[src/rtl/inst_fetch_req.sv]
// Instruction fetch front end: owns the PC, issues word reads over a valid/ready channel,
// and returns in-order {addr, data} pairs to IF/ID while discarding responses made stale by jumps.
module inst_fetch_req #(
  parameter int                ADDR_W     = 32,
  parameter int                DATA_W     = 32,
  parameter logic [ADDR_W-1:0] RESET_ADDR = '0,
  parameter int                MAX_OUT    = 2
) (
  input  logic              clk_i,
  input  logic              rst_i,
  input  logic [2:0]        hold_flag_i,
  input  logic              jump_flag_i,
  input  logic [ADDR_W-1:0] jump_addr_i,
  output logic              req_valid_o,
  input  logic              req_ready_i,
  output logic [ADDR_W-1:0] req_addr_o,
  input  logic              rsp_valid_i,
  input  logic [DATA_W-1:0] rsp_data_i,
  output logic              inst_valid_o,
  output logic [DATA_W-1:0] inst_o,
  output logic [ADDR_W-1:0] inst_addr_o
);

  localparam int                DEPTH    = 4;
  localparam logic [1:0]        LAST_IDX = 2'(MAX_OUT - 1);
  localparam logic [3:0]        CREDITS  = 4'(MAX_OUT);
  localparam logic [DATA_W-1:0] NOP      = DATA_W'(32'h0000_0013);

  logic [ADDR_W-1:0] pc_q, pc_d;
  logic [ADDR_W-1:0] lastAddr_q, lastAddr_d;
  logic [2:0]        outCnt_q, outCnt_d;
  logic [2:0]        killCnt_q, killCnt_d;
  logic [2:0]        bufCnt_q, bufCnt_d;
  logic [1:0]        fifoWr_q, fifoWr_d, fifoRd_q, fifoRd_d;
  logic [1:0]        bufWr_q, bufWr_d, bufRd_q, bufRd_d;
  logic [ADDR_W-1:0] addrFifo_q [DEPTH];
  logic [ADDR_W-1:0] addrFifo_d [DEPTH];
  logic [ADDR_W-1:0] bufAddr_q  [DEPTH];
  logic [ADDR_W-1:0] bufAddr_d  [DEPTH];
  logic [DATA_W-1:0] bufData_q  [DEPTH];
  logic [DATA_W-1:0] bufData_d  [DEPTH];

  logic [3:0] creditsUsed;
  logic       issue, rspKill, rspTake, consume;

  function automatic logic [1:0] incPtr(input logic [1:0] p);
    return (p == LAST_IDX) ? 2'd0 : p + 2'd1;
  endfunction

  // Credit check uses only registered counts, so rsp_valid_i never reaches req_valid_o combinationally.
  assign creditsUsed = {1'b0, outCnt_q} + {1'b0, bufCnt_q} + {1'b0, killCnt_q};
  assign req_valid_o = !rst_i && !jump_flag_i && (hold_flag_i == 3'd0) && (creditsUsed < CREDITS);
  assign req_addr_o  = pc_q;

  assign issue   = req_valid_o && req_ready_i;
  assign rspKill = rsp_valid_i && (killCnt_q != 3'd0);
  assign rspTake = rsp_valid_i && (killCnt_q == 3'd0) && (outCnt_q != 3'd0);

  assign inst_valid_o = (bufCnt_q != 3'd0);
  assign inst_o       = inst_valid_o ? bufData_q[bufRd_q] : NOP;
  assign inst_addr_o  = inst_valid_o ? bufAddr_q[bufRd_q] : lastAddr_q;
  assign consume      = inst_valid_o && (hold_flag_i < 3'd2);

  always_comb begin
    pc_d       = pc_q;
    outCnt_d   = outCnt_q;
    killCnt_d  = killCnt_q;
    bufCnt_d   = bufCnt_q;
    fifoWr_d   = fifoWr_q;
    fifoRd_d   = fifoRd_q;
    bufWr_d    = bufWr_q;
    bufRd_d    = bufRd_q;
    addrFifo_d = addrFifo_q;
    bufAddr_d  = bufAddr_q;
    bufData_d  = bufData_q;
    lastAddr_d = inst_valid_o ? bufAddr_q[bufRd_q] : lastAddr_q;

    if (jump_flag_i) begin
      // A live response landing in the jump cycle is stale too, so it is dropped instead of becoming a kill.
      pc_d      = {jump_addr_i[ADDR_W-1:2], 2'b00};
      outCnt_d  = 3'd0;
      killCnt_d = killCnt_q + outCnt_q - 3'(rspKill) - 3'(rspTake);
      bufCnt_d  = 3'd0;
      fifoWr_d  = 2'd0;
      fifoRd_d  = 2'd0;
      bufWr_d   = 2'd0;
      bufRd_d   = 2'd0;
    end else begin
      killCnt_d = killCnt_q - 3'(rspKill);
      outCnt_d  = outCnt_q + 3'(issue) - 3'(rspTake);
      bufCnt_d  = bufCnt_q + 3'(rspTake) - 3'(consume);
      if (issue) begin
        pc_d                 = pc_q + ADDR_W'(4);
        addrFifo_d[fifoWr_q] = pc_q;
        fifoWr_d             = incPtr(fifoWr_q);
      end
      if (rspTake) begin
        bufAddr_d[bufWr_q] = addrFifo_q[fifoRd_q];
        bufData_d[bufWr_q] = rsp_data_i;
        fifoRd_d           = incPtr(fifoRd_q);
        bufWr_d            = incPtr(bufWr_q);
      end
      if (consume) begin
        bufRd_d = incPtr(bufRd_q);
      end
    end
  end

  always_ff @(posedge clk_i) begin
    if (rst_i) begin
      pc_q       <= RESET_ADDR;
      lastAddr_q <= RESET_ADDR;
      outCnt_q   <= 3'd0;
      killCnt_q  <= 3'd0;
      bufCnt_q   <= 3'd0;
      fifoWr_q   <= 2'd0;
      fifoRd_q   <= 2'd0;
      bufWr_q    <= 2'd0;
      bufRd_q    <= 2'd0;
    end else begin
      pc_q       <= pc_d;
      lastAddr_q <= lastAddr_d;
      outCnt_q   <= outCnt_d;
      killCnt_q  <= killCnt_d;
      bufCnt_q   <= bufCnt_d;
      fifoWr_q   <= fifoWr_d;
      fifoRd_q   <= fifoRd_d;
      bufWr_q    <= bufWr_d;
      bufRd_q    <= bufRd_d;
    end
  end

  // Storage arrays need no reset: occupancy is governed entirely by the counters and pointers.
  always_ff @(posedge clk_i) begin
    addrFifo_q <= addrFifo_d;
    bufAddr_q  <= bufAddr_d;
    bufData_q  <= bufData_d;
  end

  rspProtocolA: assert property (@(posedge clk_i) disable iff (rst_i)
    !(rsp_valid_i && (outCnt_q == 3'd0) && (killCnt_q == 3'd0)));

endmodule

[config.mk]
export PLATFORM = sky130hd
export DESIGN_NAME = inst_fetch_req
export DESIGN_NICKNAME = d
export VERILOG_FILES = /design/src/rtl/inst_fetch_req.sv
export SDC_FILE = /design/constraint.sdc
export NUM_CORES = 1
export LEC_CHECK = 0
export CAP_MARGIN = 15
export CELL_PAD_IN_SITES_DETAIL_PLACEMENT = 1
export CELL_PAD_IN_SITES_GLOBAL_PLACEMENT = 1
export CORE_MARGIN = 5
export CORE_UTILIZATION = 44
export DETAILED_ROUTE_END_ITERATION = 7
export GPL_ROUTABILITY_DRIVEN = 0
export PLACE_DENSITY = 0.88
export SLEW_MARGIN = 30
export SYNTH_ARGS = -nofsm -noshare
export SYNTH_HDL_FRONTEND = slang
export SYNTH_SLANG_ARGS = --single-unit
[constraint.sdc]
create_clock -name clk_i -period 8.55 [get_ports clk_i]
set_input_delay 1.71 -clock clk_i [delete_from_list [all_inputs] [get_ports clk_i]]
set_output_delay 1.71 -clock clk_i [all_outputs]
set_load 0.01 [all_outputs]
==> results.toml, run 1 <==
[run]
max_cap_violations = 0

[sta]
rsz0062_at_grt = "false"
hold_viol = 0
timing.hold.ws_ns = 0.451
min_period_ns = 5.76
final-max-slew-violation-count = 0
finalSetupTns_ns = 0
finClkSkew_ns = 0.0231
tightest_slew_ns = 0.851
fin_crit_sh = 0.673
timing.fmax_mhz = 174
setup_viol = 0
max_slew_margin = 0.433

[layout]
fill_cells = 3685
area_growth_pct = 22.1
drive_gt1_frac = 0.203
nNetsFinal = 1263
diodes = 0
fin_util = 0.542

[global_route]
grt_pass1_wl_um = 66000
grt_pass1_vias = 10700
grt_max_degree = 63
grt_usage = 0.195
grt.overflow.total = 0
grt_antenna_before_repair = 0

[power_and_ir_drop]
p_comb_frac = 0.037
p_per_area_nw_per_um2 = 213
switching_power_mw = 0.949
seqPwrFrac = 0.523
p_clk_frac = 0.439
p_sw_frac = 0.208
ir_drop_mv = 0.133
internal-power_mw = 3.62
leakage_nw = 6.92

[yosys]
async_flop_share = 0
yosys-top-cells-area = "edfxtp_1 63%, mux4_2 12%, dfxtp_1 9.0%"
synth-seq-cells = 447
yosysTopAreaCellShare = 0.628
syn_avg_cell_area_sq_um = 17.8
ys.flop_type = "edfxtp_1"
synth_edf_count = 368
yosysSeqAreaShare = 0.718
postSynthCellCount = 988
syn_area_sq_um = 17600
yosysUniqueCellTypes = 58
yosysWarnings = 0
yosys.area.top_type = "edfxtp_1"

[cts]
clock_latency_ns = 0.56
post_cts_buffers = 0
hold_buffers = 0
max-clock-path-buffers = 3
clock-sinks = 447
cts-htree-levels = 2
cts_tree = "done"
clkTransAtPathRegs_ns = 0.06
numCtsBuffers = 46
cts.repair.resized = 0
clockRootBuffer = "clkbuf_16"

[setup_path]
worstPathArrival_ns = 4.05
crit_buf_inv = 4
cp-start-kind = "flip-flop"
cp.required_ns = 6.84
cpMostUsedCell = "inv_1"
crit_type = "reg -> out"
critical-path-top-delay-family = "adder cells"
cpMaxStageDelayCell = "clkdlybuf4s50_1"
cp_slowest_stage_delay_ns = 0.64
crit_path_end_kind = "primary output"
cp_max_fo = 6
crit_chain = "inv_1 -> fa_1 -> inv_1 -> ha_1 -> inv_1 -> fa_1 -> or4b_4 -> nor4_4 -> clkdlybuf4s50_1"

[routing]
first_pass_iters = 5
drc = 0
routed_wl_um = 43100
via_per_inst = 5.61
drtAntennaViolNets = 0
drt_iter0_drc = 603
wire_per_inst_um = 24.8
vias = 9728

[place]
dp_hpwl_um = 26500
io_buffers = 165

[floorplan]
core_area_sq_um = 39600
ios = 170
rows = 73
fp.dieH_um = 210
start_util = 0.444
die_x_um = 210
dieArea_sq_um = 44100

[outcome]
status = "finished, final reports clean"

[hold_path]
hold_path_class = "reg -> reg"
-- flip-flops by register name, summed over array words and instances (netlist names) --
register    count
fifoWr_q        2
addrFifo_q    120
req_addr_o     30
killCnt_q       3
bufData_q     128
lastAddr_q     32
outCnt_q        3
bufCnt_q        3
bufWr_q         2
bufAddr_q     120
bufRd_q         2
fifoRd_q        2
-- worst reg2reg max path, cell delays in order (launching register included) --
cell	delay [ns]
dfxtp_1	0.46
inv_1	0.14
fa_1	0.49
inv_1	0.07
ha_1	0.14
inv_1	0.05
fa_1	0.51
or4b_4	0.52
nor4_4	0.26
buf_4	0.30
inv_2	0.27
ha_1	0.37
inv_1	0.06
ha_1	0.13
inv_1	0.05
fa_1	0.38
xnor2_1	0.19
xnor2_1	0.14
nor2_1	0.06
-- per-layer routing --
| metal | global-route usage | vias up | routed length (um) |
|---|---|---|---|
| li1 | - | 4238 | - |
| met1 | 0.259 | 5077 | 17500 |
| met2 | 0.336 | 348 | 22000 |
| met3 | 0.0327 | 65 | 2420 |
| met4 | 0.0567 | 0 | 1130 |
| met5 | 0 | - | 0 |
-- area by class of cell --
class,count,area [sq um],share of cell area
clock inverters,29,303,0.0141
flip-flops and latches,447,12600,0.589
repair buffers,184,1860,0.0865
clock buffers,57,1220,0.0569
multi-input cells,467,4700,0.219
inverters,25,93.8,0.00437
well taps,525,657,0.0306
-- logic make-up after synthesis --
group / synth area share
adder cells (fa/ha/maj): 0.0176
AND/OR/NAND/NOR: 0.0726
buffers and inverters: 0.0179
flip-flops: 0.718
multiplexers: 0.139
other: 0.000213
AO/OA/AOI/OAI: 0.0273
XOR/XNOR: 0.00697
-- path summary, 6_finish.rpt --
kind	startpoint	slack [ns]	to	depth (start not counted)
hold / removal	bufRd_q[1]	0.45	bufRd_q[1]	2
hold reg to reg	bufRd_q[1]	0.45	bufRd_q[1]	2
setup reg to reg	outCnt_q[1]	3.87	outCnt_q[2]	18
setup / recovery	outCnt_q[1]	2.79	req_valid_o	9
-- cell usage after synthesis, types with 7 or more instances --
library cell and instances:
o21ai_0 13, buf_2 9, fa_1 8, ha_1 12, inv_1 22, clkbuf_1 30, nand2_1 42, and3_1 14
and2_1 66, mux4_2 92, mux2_2 32, a31oi_1 12, a21oi_1 23, dfxtp_1 79, xnor2_1 9, nor2_1 38
edfxtp_1 368, or3_1 7, nor3_1 12, nand3_1 11, nand4_1 11
-- stage by stage --
stage	power, mW	instance area (sq um)	cells	worst slack, ns
2_1_floorplan	2.50	17600	989	2.31
3_3_place_gp	2.59	19900	1645	3.01
3_5_place_dp	2.60	19900	1648	2.98
4_1_cts	4.61	21500	1734	2.76
5_1_grt	4.74	21500	1734	2.64
6_report	4.57	21500	1734	2.79
-- power by group through the flow --
stage / Combinational, mW / Clock, mW / Sequential, mW
global route: 0.186 / 2.17 / 2.39
CTS: 0.172 / 2.05 / 2.39
floorplan: 0.0783 / 0 / 2.43
detailed placement: 0.169 / 0 / 2.43
global placement: 0.159 / 0 / 2.43
finish: 0.169 / 2.01 / 2.39
-- cells in the final DEF, fill, tap and decap left out, types with 12 or more instances in the layout --
cell type,synthesis,layout
ha_1,12,12
and2_1,66,66
and3_1,14,12
clkinv_2,0,14
a31oi_1,12,12
nand2_1,42,42
mux2_2,32,32
buf_4,4,14
dfxtp_1,79,75
mux4_2,92,92
clkdlybuf4s50_1,0,164
a21oi_1,23,23
nor2_1,38,37
inv_1,22,21
o21ai_0,13,13
clkbuf_16,0,46
edfxtp_1,368,368
Note: power is estimated with default switching activity, not from simulation.
==> inputs of run 2 (changes only) <==
- CORE_UTILIZATION: 44 -> 49
- PLACE_DENSITY: 0.88 -> 0.92
- clock period: 8.55 -> 5.74 ns (I/O delays scaled with it)
==> run 2 against run 1 <==
Effect of this change:
- global-route usage is 3.3 points higher
- utilization is 5.9 points higher
- clock skew is 0.0011 ns lower
- highest routed layer unchanged
==> results.toml, run 2 (synthesized netlist as in run 1, its figures left out) <==
[routing]
routed_wl_um = 44600
first_pass_iters = 5
vias = 9887
wire_per_inst_um = 26.6
drc = 0
via_per_inst = 5.91
drt_iter0_drc = 742
drtAntennaViolNets = 0

[setup_path]
cp.required_ns = 4.59
cp_max_fo = 6
cp-start-kind = "flip-flop"
crit_path_end_kind = "primary output"
worstPathArrival_ns = 3.81
regToRegSetupSlack_ns = 1.05
rr_startpoint = "outCnt_q[1]"
crit_end = "req_valid_o"
regToRegEndpoint = "outCnt_q[2]"
startpoint = "outCnt_q[1]"
r2r.worst_path.cells = 18
crit_type = "reg -> out"

[sta]
max_slew_margin = 0.368
tightest_slew_ns = 0.946
postLayoutSetupSlackWorst_ns = 0.784
final-max-slew-violation-count = 0
setup_viol = 0
rsz0062_at_grt = "false"
hold_viol = 0
finalSetupTns_ns = 0
min_period_ns = 4.96
timing.fmax_mhz = 202
fin_crit_sh = 0.863
finClkSkew_ns = 0.0220

[floorplan]
fp.dieH_um = 199
die_x_um = 199
dieArea_sq_um = 39800
start_util = 0.496
core_area_sq_um = 35500
ios = 170
rows = 69

[place]
io_buffers = 165
place_ws_ns = 1.09
dp_hpwl_um = 27400

[cts]
max-clock-path-buffers = 3
post_cts_buffers = 0
clkTransAtPathRegs_ns = 0.06
clock_latency_ns = 0.55
numCtsBuffers = 45
cts-htree-levels = 2
hold_buffers = 0
cts.repair.resized = 0
clockRootBuffer = "clkbuf_16"
cts_tree = "done"
clock-sinks = 447

[global_route]
use_met1 = 0.309
grt_pass1_vias = 10900
grt_usage = 0.229
grt-busiest-layer = "met2"
grt_pass1_wl_um = 68700
gr-usage-met2 = 0.389
use_met3 = 0.0339
grt_max_degree = 63
grt_antenna_before_repair = 0
grt.overflow.total = 0

[power_and_ir_drop]
leakage_nw = 6.89
p_per_area_nw_per_um2 = 315
ir_drop_mv = 0.193
power.total_mw = 6.71

[layout]
area_growth_pct = 21.3
top_regs = "bufData_q (128), addrFifo_q (120), bufAddr_q (120)"
largest_register = "bufData_q"
final_common_cell = "edfxtp_1"
drive_gt1_frac = 0.195
nNetsFinal = 1267
largest_register_ffs = 128
fin_util = 0.601
diodes = 0
final_cell_mix = "368 x edfxtp_1, 164 x clkdlybuf4s50_1, 92 x mux4_2"

[outcome]
status = "finished, final reports clean"

[hold_path]
hold_path_class = "reg -> reg"

[run]
max_cap_violations = 0
## run 2: cell count changes in the layout (fill, tap and decap cells not counted), sizes merged
| cell | delta |
|---|---|
| buf | +5 |
| clkinv | -8 |
| bufinv | -2 |
| clkbuf | +8 |
## run 2: worst min path at each step
stage	startpoint	to	slack, ns	depth (start not counted)
floorplan	lastAddr_q[0]	lastAddr_q[0]	0.45	1
global placement	lastAddr_q[0]	lastAddr_q[0]	0.46	1
detailed placement	lastAddr_q[0]	lastAddr_q[0]	0.47	1
CTS	lastAddr_q[0]	lastAddr_q[0]	0.49	1
global route	lastAddr_q[0]	lastAddr_q[0]	0.51	1
finish	lastAddr_q[0]	lastAddr_q[0]	0.48	1
## run 2: layout make-up
type | count | area, sq um
clock inverter | 19 | 175
clock buffer | 65 | 1270
inverter | 25 | 93.8
sequential | 447 | 12600
tap | 461 | 577
timing repair buffer | 189 | 1860
multi-input combinational | 467 | 4700
fill | 3121 | 14200
## run 2: power by group
group          internal (mW)  total (mW)  switching (mW)
Clock                   1.68        2.90            1.22
Sequential              3.51        3.56          0.0458
Combinational          0.123       0.255           0.132
Total                   5.32        6.71            1.39
## run 2: layer usage
metal	wire length [um]	part of all wire
met2	22800	0.51
met4	1270	0.028
met3	2700	0.061
met5	0	0
met1	17800	0.40
## run 2: per-stage QoR
step	std cells	hold slack, ns	area (sq um)
final	1673	0.483	21300
after global routing	1673	0.507	21300
after CTS	1672	0.485	21300
after detailed placement	1588	0.471	19900
after global placement	1587	0.464	19800
after floorplan	989	0.451	17600
## run 2: critical path, cell delays in order (launching register included)
cell and delay, ns:
dfxtp_1 0.43, inv_1 0.14, fa_1 0.49, inv_1 0.07, ha_1 0.14, inv_1 0.04, fa_1 0.48, or4b_4 0.50
nor4_4 0.22, buf_4 0.19, clkdlybuf4s50_1 0.55
==> inputs of run 3 (changes only) <==
- SLEW_MARGIN: 30 -> not set
==> run 3 against run 2 <==
Effect of this change:
- final cell count decreased by 0.12%
- wire length shrank 4.1%
- design area about the same
- maximum frequency is 0.17% lower
- die area unchanged
- highest routed layer unchanged
- critical endpoint unchanged
- critical path depth did not move
- setup slack worse by 0.0085 ns
==> results.toml, run 3 (synthesized netlist as in run 1, its figures left out) <==
[sta]
finalSetupTns_ns = 0
max_slew_margin = 0.313
setup_viol = 0
postLayoutSetupSlackWorst_ns = 0.775
timing.fmax_mhz = 201
rsz0062_at_grt = "false"
tightest_slew_ns = 1.03
hold_viol = 0
min_period_ns = 4.96
final-max-slew-violation-count = 0
finClkSkew_ns = 0.0213
fin_crit_sh = 0.865

[cts]
clock-sinks = 447
max-clock-path-buffers = 3
numCtsBuffers = 45
clock_latency_ns = 0.56
cts_tree = "done"
clkTransAtPathRegs_ns = 0.06
hold_buffers = 0
cts.repair.resized = 0
clockRootBuffer = "clkbuf_16"
cts-htree-levels = 2
post_cts_buffers = 0

[setup_path]
crit_chain = "inv_1 -> fa_1 -> inv_1 -> ha_1 -> inv_1 -> fa_1 -> or4b_4 -> nor4_4 -> buf_4 -> clkdlybuf4s50_1"
cp-start-kind = "flip-flop"
r2r.worst_path.cells = 18
regToRegSetupSlack_ns = 1.05
crit_type = "reg -> out"
cp.required_ns = 4.59
regToRegEndpoint = "outCnt_q[2]"
cp_slowest_stage_delay_ns = 0.54
cp_max_fo = 6
rr_startpoint = "outCnt_q[1]"
worstPathArrival_ns = 3.82
cpMaxStageDelayCell = "clkdlybuf4s50_1"
crit_path_end_kind = "primary output"
cpMostUsedCell = "inv_1"

[layout]
largest_register_ffs = 128
final_cell_mix = "368 x edfxtp_1, 164 x clkdlybuf4s50_1, 92 x mux4_2"
area_growth_pct = 21.3
largest_register = "bufData_q"
drive_gt1_frac = 0.201
nNetsFinal = 1266
fill_cells = 3104
seq_area_sq_um = 12600
top_regs = "bufData_q (128), addrFifo_q (120), bufAddr_q (120)"
final_common_cell = "edfxtp_1"
diodes = 0
finalNonFillerCells = 1671
multiInputGateArea_sq_um = 4700

[routing]
drc = 0
drt_iter0_drc = 795
wire_per_inst_um = 25.6
drtAntennaViolNets = 0
routed_wl_um = 42700
via_per_inst = 5.81
vias = 9702
first_pass_iters = 5

[global_route]
grt-busiest-layer = "met2"
gr-usage-met2 = 0.380
grt_antenna_before_repair = 0
use_met1 = 0.294
grt.overflow.total = 0
use_met3 = 0.0357
grt_max_degree = 63
grt_pass1_vias = 10700
grt_usage = 0.219
grt_pass1_wl_um = 66000

[power_and_ir_drop]
power.total_mw = 6.75
switching_power_mw = 1.38
p_per_area_nw_per_um2 = 316
p_clk_frac = 0.435
p_sw_frac = 0.205
p_comb_frac = 0.038
ir_drop_mv = 0.214
internal-power_mw = 5.36
leakage_nw = 6.90
seqPwrFrac = 0.527

[hold_path]
min_from = "lastAddr_q[0]"
hold_path_end = "lastAddr_q[0]"
min_path_cells = 1
hold_path_class = "reg -> reg"

[floorplan]
dieArea_sq_um = 39800
die_x_um = 199
rows = 69
start_util = 0.496
fp.dieH_um = 199
ios = 170
core_area_sq_um = 35500

[place]
place_ws_ns = 1.09
io_buffers = 165
dp.cells = 1587
dp_hpwl_um = 27100

[outcome]
status = "finished, final reports clean"

[run]
max_cap_violations = 0
[run 3: power by group through the flow]
stage / clock [mW] / sequential, mW / combinational, mW
global placement: 0 / 3.62 / 0.235
detailed placement: 0 / 3.63 / 0.252
global route: 3.15 / 3.56 / 0.284
floorplan: 0 / 3.61 / 0.117
finish: 2.93 / 3.56 / 0.255
CTS: 2.98 / 3.56 / 0.255
[run 3: per-layer routing]
metal	vias to the layer above	share of wire
li1	4238	-
met1	5049	0.41
met2	360	0.52
met5	-	0
met3	55	0.061
met4	0	0.017
[run 3: layout make-up]
cell class                      instances  share of cell area
Clock inverter                         17             0.00833
Multi-Input combinational cell        467               0.220
Timing Repair Buffer                  188              0.0856
Clock buffer                           66              0.0616
Sequential cell                       447               0.592
Inverter                               25             0.00440
Tap cell                              461              0.0270
[run 3: how the worst max path moves through the flow]
stage / startpoint / end / slack [ns] / cells past startpoint
floorplan: jump_flag_i / bufAddr_q[66] / 0.09 / 4
global placement: outCnt_q[1] / outCnt_q[2] / 1.20 / 18
detailed placement: outCnt_q[1] / outCnt_q[2] / 1.09 / 18
CTS: outCnt_q[1] / req_valid_o / 0.75 / 10
global route: outCnt_q[1] / req_valid_o / 0.63 / 10
finish: outCnt_q[1] / req_valid_o / 0.78 / 10
[run 3: stage by stage]
| stage | hold WS (ns) | cell area [sq um] | utilization |
|---|---|---|---|
| final | 0.483 | 21300 | 0.601 |
| after global placement | 0.464 | 19800 | 0.559 |
| after floorplan | 0.451 | 17600 | - |
| after CTS | 0.486 | 21300 | 0.601 |
| after detailed placement | 0.471 | 19800 | 0.559 |
| after global routing | 0.509 | 21300 | 0.601 |
[run 3: worst max-delay path: cells and delay by family, from the launching register on]
family        cells  cell delay (ns)
buf+inv           5             0.99
fa+ha+maj         3             1.12
simple gates      2             0.72
flops             1             0.44
==> RTL change 1: new RTL, config.mk and constraints of run 1 <==
Change the parameter `ADDR_W` from 32 to 24.
--- a/src/rtl/inst_fetch_req.sv
+++ b/src/rtl/inst_fetch_req.sv
@@ -3,3 +3,3 @@
 module inst_fetch_req #(
-  parameter int                ADDR_W     = 32,
+  parameter int                ADDR_W     = 24,
   parameter int                DATA_W     = 32,
Ports: changed (resized inst_addr_o, jump_addr_i and req_addr_o); port bits go from 170 to 146. No check against the original RTL was run, so the function may have changed too.
==> RTL change 1 against run 1 <==
  * Utilization up 0.25 points
  * Area after synthesis shrank 18%
  * Total power is 17% lower
  * Cell area down 18%
  * Sequential cell count is 80 lower
  * Routed wire length shrank 26%
  * Setup slack better by 71 ps
  * Synthesized cell count shrank 19%
  * Critical endpoint unchanged
==> RTL change 1: results <==
status:
  outcome: "finished, final reports clean"
placed_design:
  hpwl_um: 19700
  port_buffers: 141
  placed_area_um2: 16400
sta:
  fin_crit_sh_pct: 66.5
  skew_ps: 22.5
  maxSlewHeadroom_pct: 40.6
  holdWs_ps: 447
clock_network:
  clk_latency_ps: 520
  cts_inserted_buffers: 39
yosys:
  ys_seq_area_share_pct: 72.0
  synth_compound_area_share_pct: 2.48
  synth_common_cells: "edfxtp_1, mux4_2, dfxtp_1"
  synth_edf_count: 304
  synthAdderAreaFrac_pct: 2.15
  synth_cell_type_count: 52
  synth.avg_cell_area_um2: 18.0
  synth_area_leaders: "edfxtp_1, mux4_2, dfxtp_1"
  synth_mux_area_share_pct: 13.6
  synth_xor_area_share_pct: 0.728
setup_path:
  crit_end: "req_valid_o"
  worst_ep_arrival_time_ps: 3980
  path_max_fanout: 37
  r2r_cells: 17
  critPathLaunch: "jump_flag_i"
  reg2reg_from: "outCnt_q[1]"
  r2r_slack_ps: 4110
global_routing:
  grt_pass1_wl_um: 50500
  grt_pass1_vias: 8708
  grt_usage_pct: 17.8
  grtUsageMet1_pct: 23.8
  grt_max_degree: 59
  use_met3_pct: 3.25
  grtUsageMet2_pct: 30.9
layout:
  top_regs: "bufData_q x128, addrFifo_q x88, bufAddr_q x88"
  drive_gt1_share_pct: 19.5
  nets: 1043
routing:
  top_layer: "met4"
  drt-total-wl_um: 31800
  dr_wl_met3_um: 1750
  wl_per_cell_um: 22.2
  route.met2.wl_um: 16200
  met1Wirelength_um: 13400
  via_per_inst: 5.42
  drtIter0Drc: 462
  drt_pre_antenna_iters: 4
pwr:
  leakagePower_nw: 5.61
  ir_drop_mv: 0.153
RTL change 1: cell count changes in the layout (fill, tap and decap cells not counted), sizes merged, moves of 10 or more:
cell,delta
edfxtp,-64
and2,-62
nor2b,+52
clkdlybuf4s50,-24
dfxtp,-16
mux4,-16
nand2,-14
a21oi,-12
nor2,-11
mux2,-10
RTL change 1: cell type report:
| class | instances | area (µm²) |
|---|---|---|
| timing repair buffer | 153 | 1500 |
| inverter | 29 | 110 |
| clock inverter | 19 | 208 |
| fill | 2972 | 14800 |
| multi-input combinational | 369 | 3810 |
| sequential | 367 | 10400 |
| clock buffer | 50 | 1080 |
| tap | 442 | 553 |
RTL change 1: power by group:
part	internal [W]	switching, W	total (W)
clock network	0.00101	0.000665	0.00168
registers	0.00194	0.0000205	0.00196
logic	0.0000682	0.0000703	0.000139
total	0.00302	0.000756	0.00377
RTL change 1: critical path: stages:
cell	delay, ps
clkdlybuf4s50_1	390
buf_4	270
nor4_4	320
nand4_2	430
clkinv_2	270
clkdlybuf4s50_1	570
==> RTL change 2: new RTL, flow settings as in run 1 <==
Made on the original files. Make the reset (`rst_i`) asynchronous in one clocked block.
--- a/src/rtl/inst_fetch_req.sv
+++ b/src/rtl/inst_fetch_req.sv
@@ -108,3 +108,3 @@
 
-  always_ff @(posedge clk_i) begin
+  always_ff @(posedge clk_i or posedge rst_i) begin
     if (rst_i) begin
Formal check against the unedited RTL: differs if rst_i is asserted again (counterexample within 4 cycles, from zero or initial values and one cycle with rst_i high); with rst_i held inactive, the same outputs for 4 cycles.
==> RTL change 2 against run 1 <==
  * Cell area down 0.13%
  * Highest routed layer unchanged
  * Sequential cell count unchanged
  * Clock skew up 6.1 ps
  * Synthesized cell count down 7.8%
  * Routed wire length down 6.3%
  * Count of clock-buffer cells in the layout up 5
  * Maximum frequency up 9.5%
  * Setup slack better by 500 ps
  * Area after synthesis up 0.19%
Power is not compared: it rests on default switching activity, and its combinational part moved more than twofold at a synthesized area within 25%.
==> RTL change 2: results <==
layout:
  clock_cell_area_share_pct: 7.08
  nNonClkBuffers: 185
  num-clock-buffers: 62
  regArea_um2: 13000
  comb.multi_input.count: 391
  multi_input_area_share_pct: 20.0
  nets: 1188
  bufAreaShareNonClock_pct: 8.57
  n_fill_cell: 3592
  design_area_um2: 21400
  nNonClkInverters: 25
  finalNonFillerCells: 1656
  drive_gt1_share_pct: 20.7
yosys:
  synthAdderAreaFrac_pct: 1.76
  ys_seq_area_share_pct: 74.0
  yosys_warnings: 0
  synth_xor_area_share_pct: 0.547
  synth_edf_count: 368
  async_reset_ff_share_pct: 17.7
  synth_mux_area_share_pct: 13.9
  synth_cells: 911
  synth_area_leaders: "edfxtp_1, mux4_2, dfrtp_1"
  synth_cell_type_count: 52
  synth_common_cells: "edfxtp_1, mux4_2, dfrtp_1"
  ys_seq_elements: 447
  synth_compound_area_share_pct: 2.49
routing:
  met1Wirelength_um: 17000
  via_per_inst: 5.51
  top_layer: "met4"
  dr_wl_met3_um: 2010
  drtIter0Drc: 627
  drt_pre_antenna_iters: 5
  route.met2.wl_um: 20400
  drt-total-wl_um: 40400
pwr:
  p_sw_w: 0.00135
  leakagePower_nw: 7.12
  clk-power_w: 0.00200
global_routing:
  grtUsageMet1_pct: 24.9
  use_met3_pct: 2.74
  grtUsageMet2_pct: 31.2
  grt_pass1_wl_um: 62200
  grt_pass1_vias: 10300
  grt_usage_pct: 18.3
  grt_max_degree: 61
setup_path:
  worst_ep_arrival_time_ps: 3550
  slowest_delay_ps: 870
  path_max_fanout: 35
  cp_top_family: "buffers and inverters"
  slowest_stage: "dfrtp_4"
sta:
  skew_ps: 29.2
  tightestPinTransition_ps: 977
placed_design:
  place_ws_ps: 3630
  place_inst: 1573
  placed_area_um2: 19900
  hpwl_um: 25600
clock_network:
  post_cts.repair.setup_buffers: 0
  clock_path_buffers: 3
  root_buffer: "clkbuf_16"
worst_hold_path:
  hp-class: "reg -> reg"
status:
  outcome: "finished, final reports clean"
[RTL change 2: changes by cell type after synthesis, sizes merged, moves of 5 or more]
| cell | change |
|---|---|
| nor2 | -19 |
| o21ai | +7 |
| clkbuf | -7 |
| nand3 | +9 |
| a21oi | -13 |
| o311ai | +5 |
| o211ai | +6 |
| dfrtp | +79 |
| and2 | -36 |
| dfxtp | -79 |
| nor3 | -5 |
| buf | +6 |
| a31oi | -11 |
[RTL change 2: worst paths after layout]
path	start	end	slack (ps)	cells past startpoint
worst max register to register	outCnt_q[1]	outCnt_q[2]	3910	18
worst min register to register	lastAddr_q[0]	lastAddr_q[0]	480	1
min in group asynchronous	rst_i	req_addr_o[21]	1660	2
worst min-delay path	lastAddr_q[0]	lastAddr_q[0]	480	1
worst max-delay path	bufRd_q[0]	inst_addr_o[4]	3290	4
max in group asynchronous	rst_i	bufRd_q[0]	5680	3
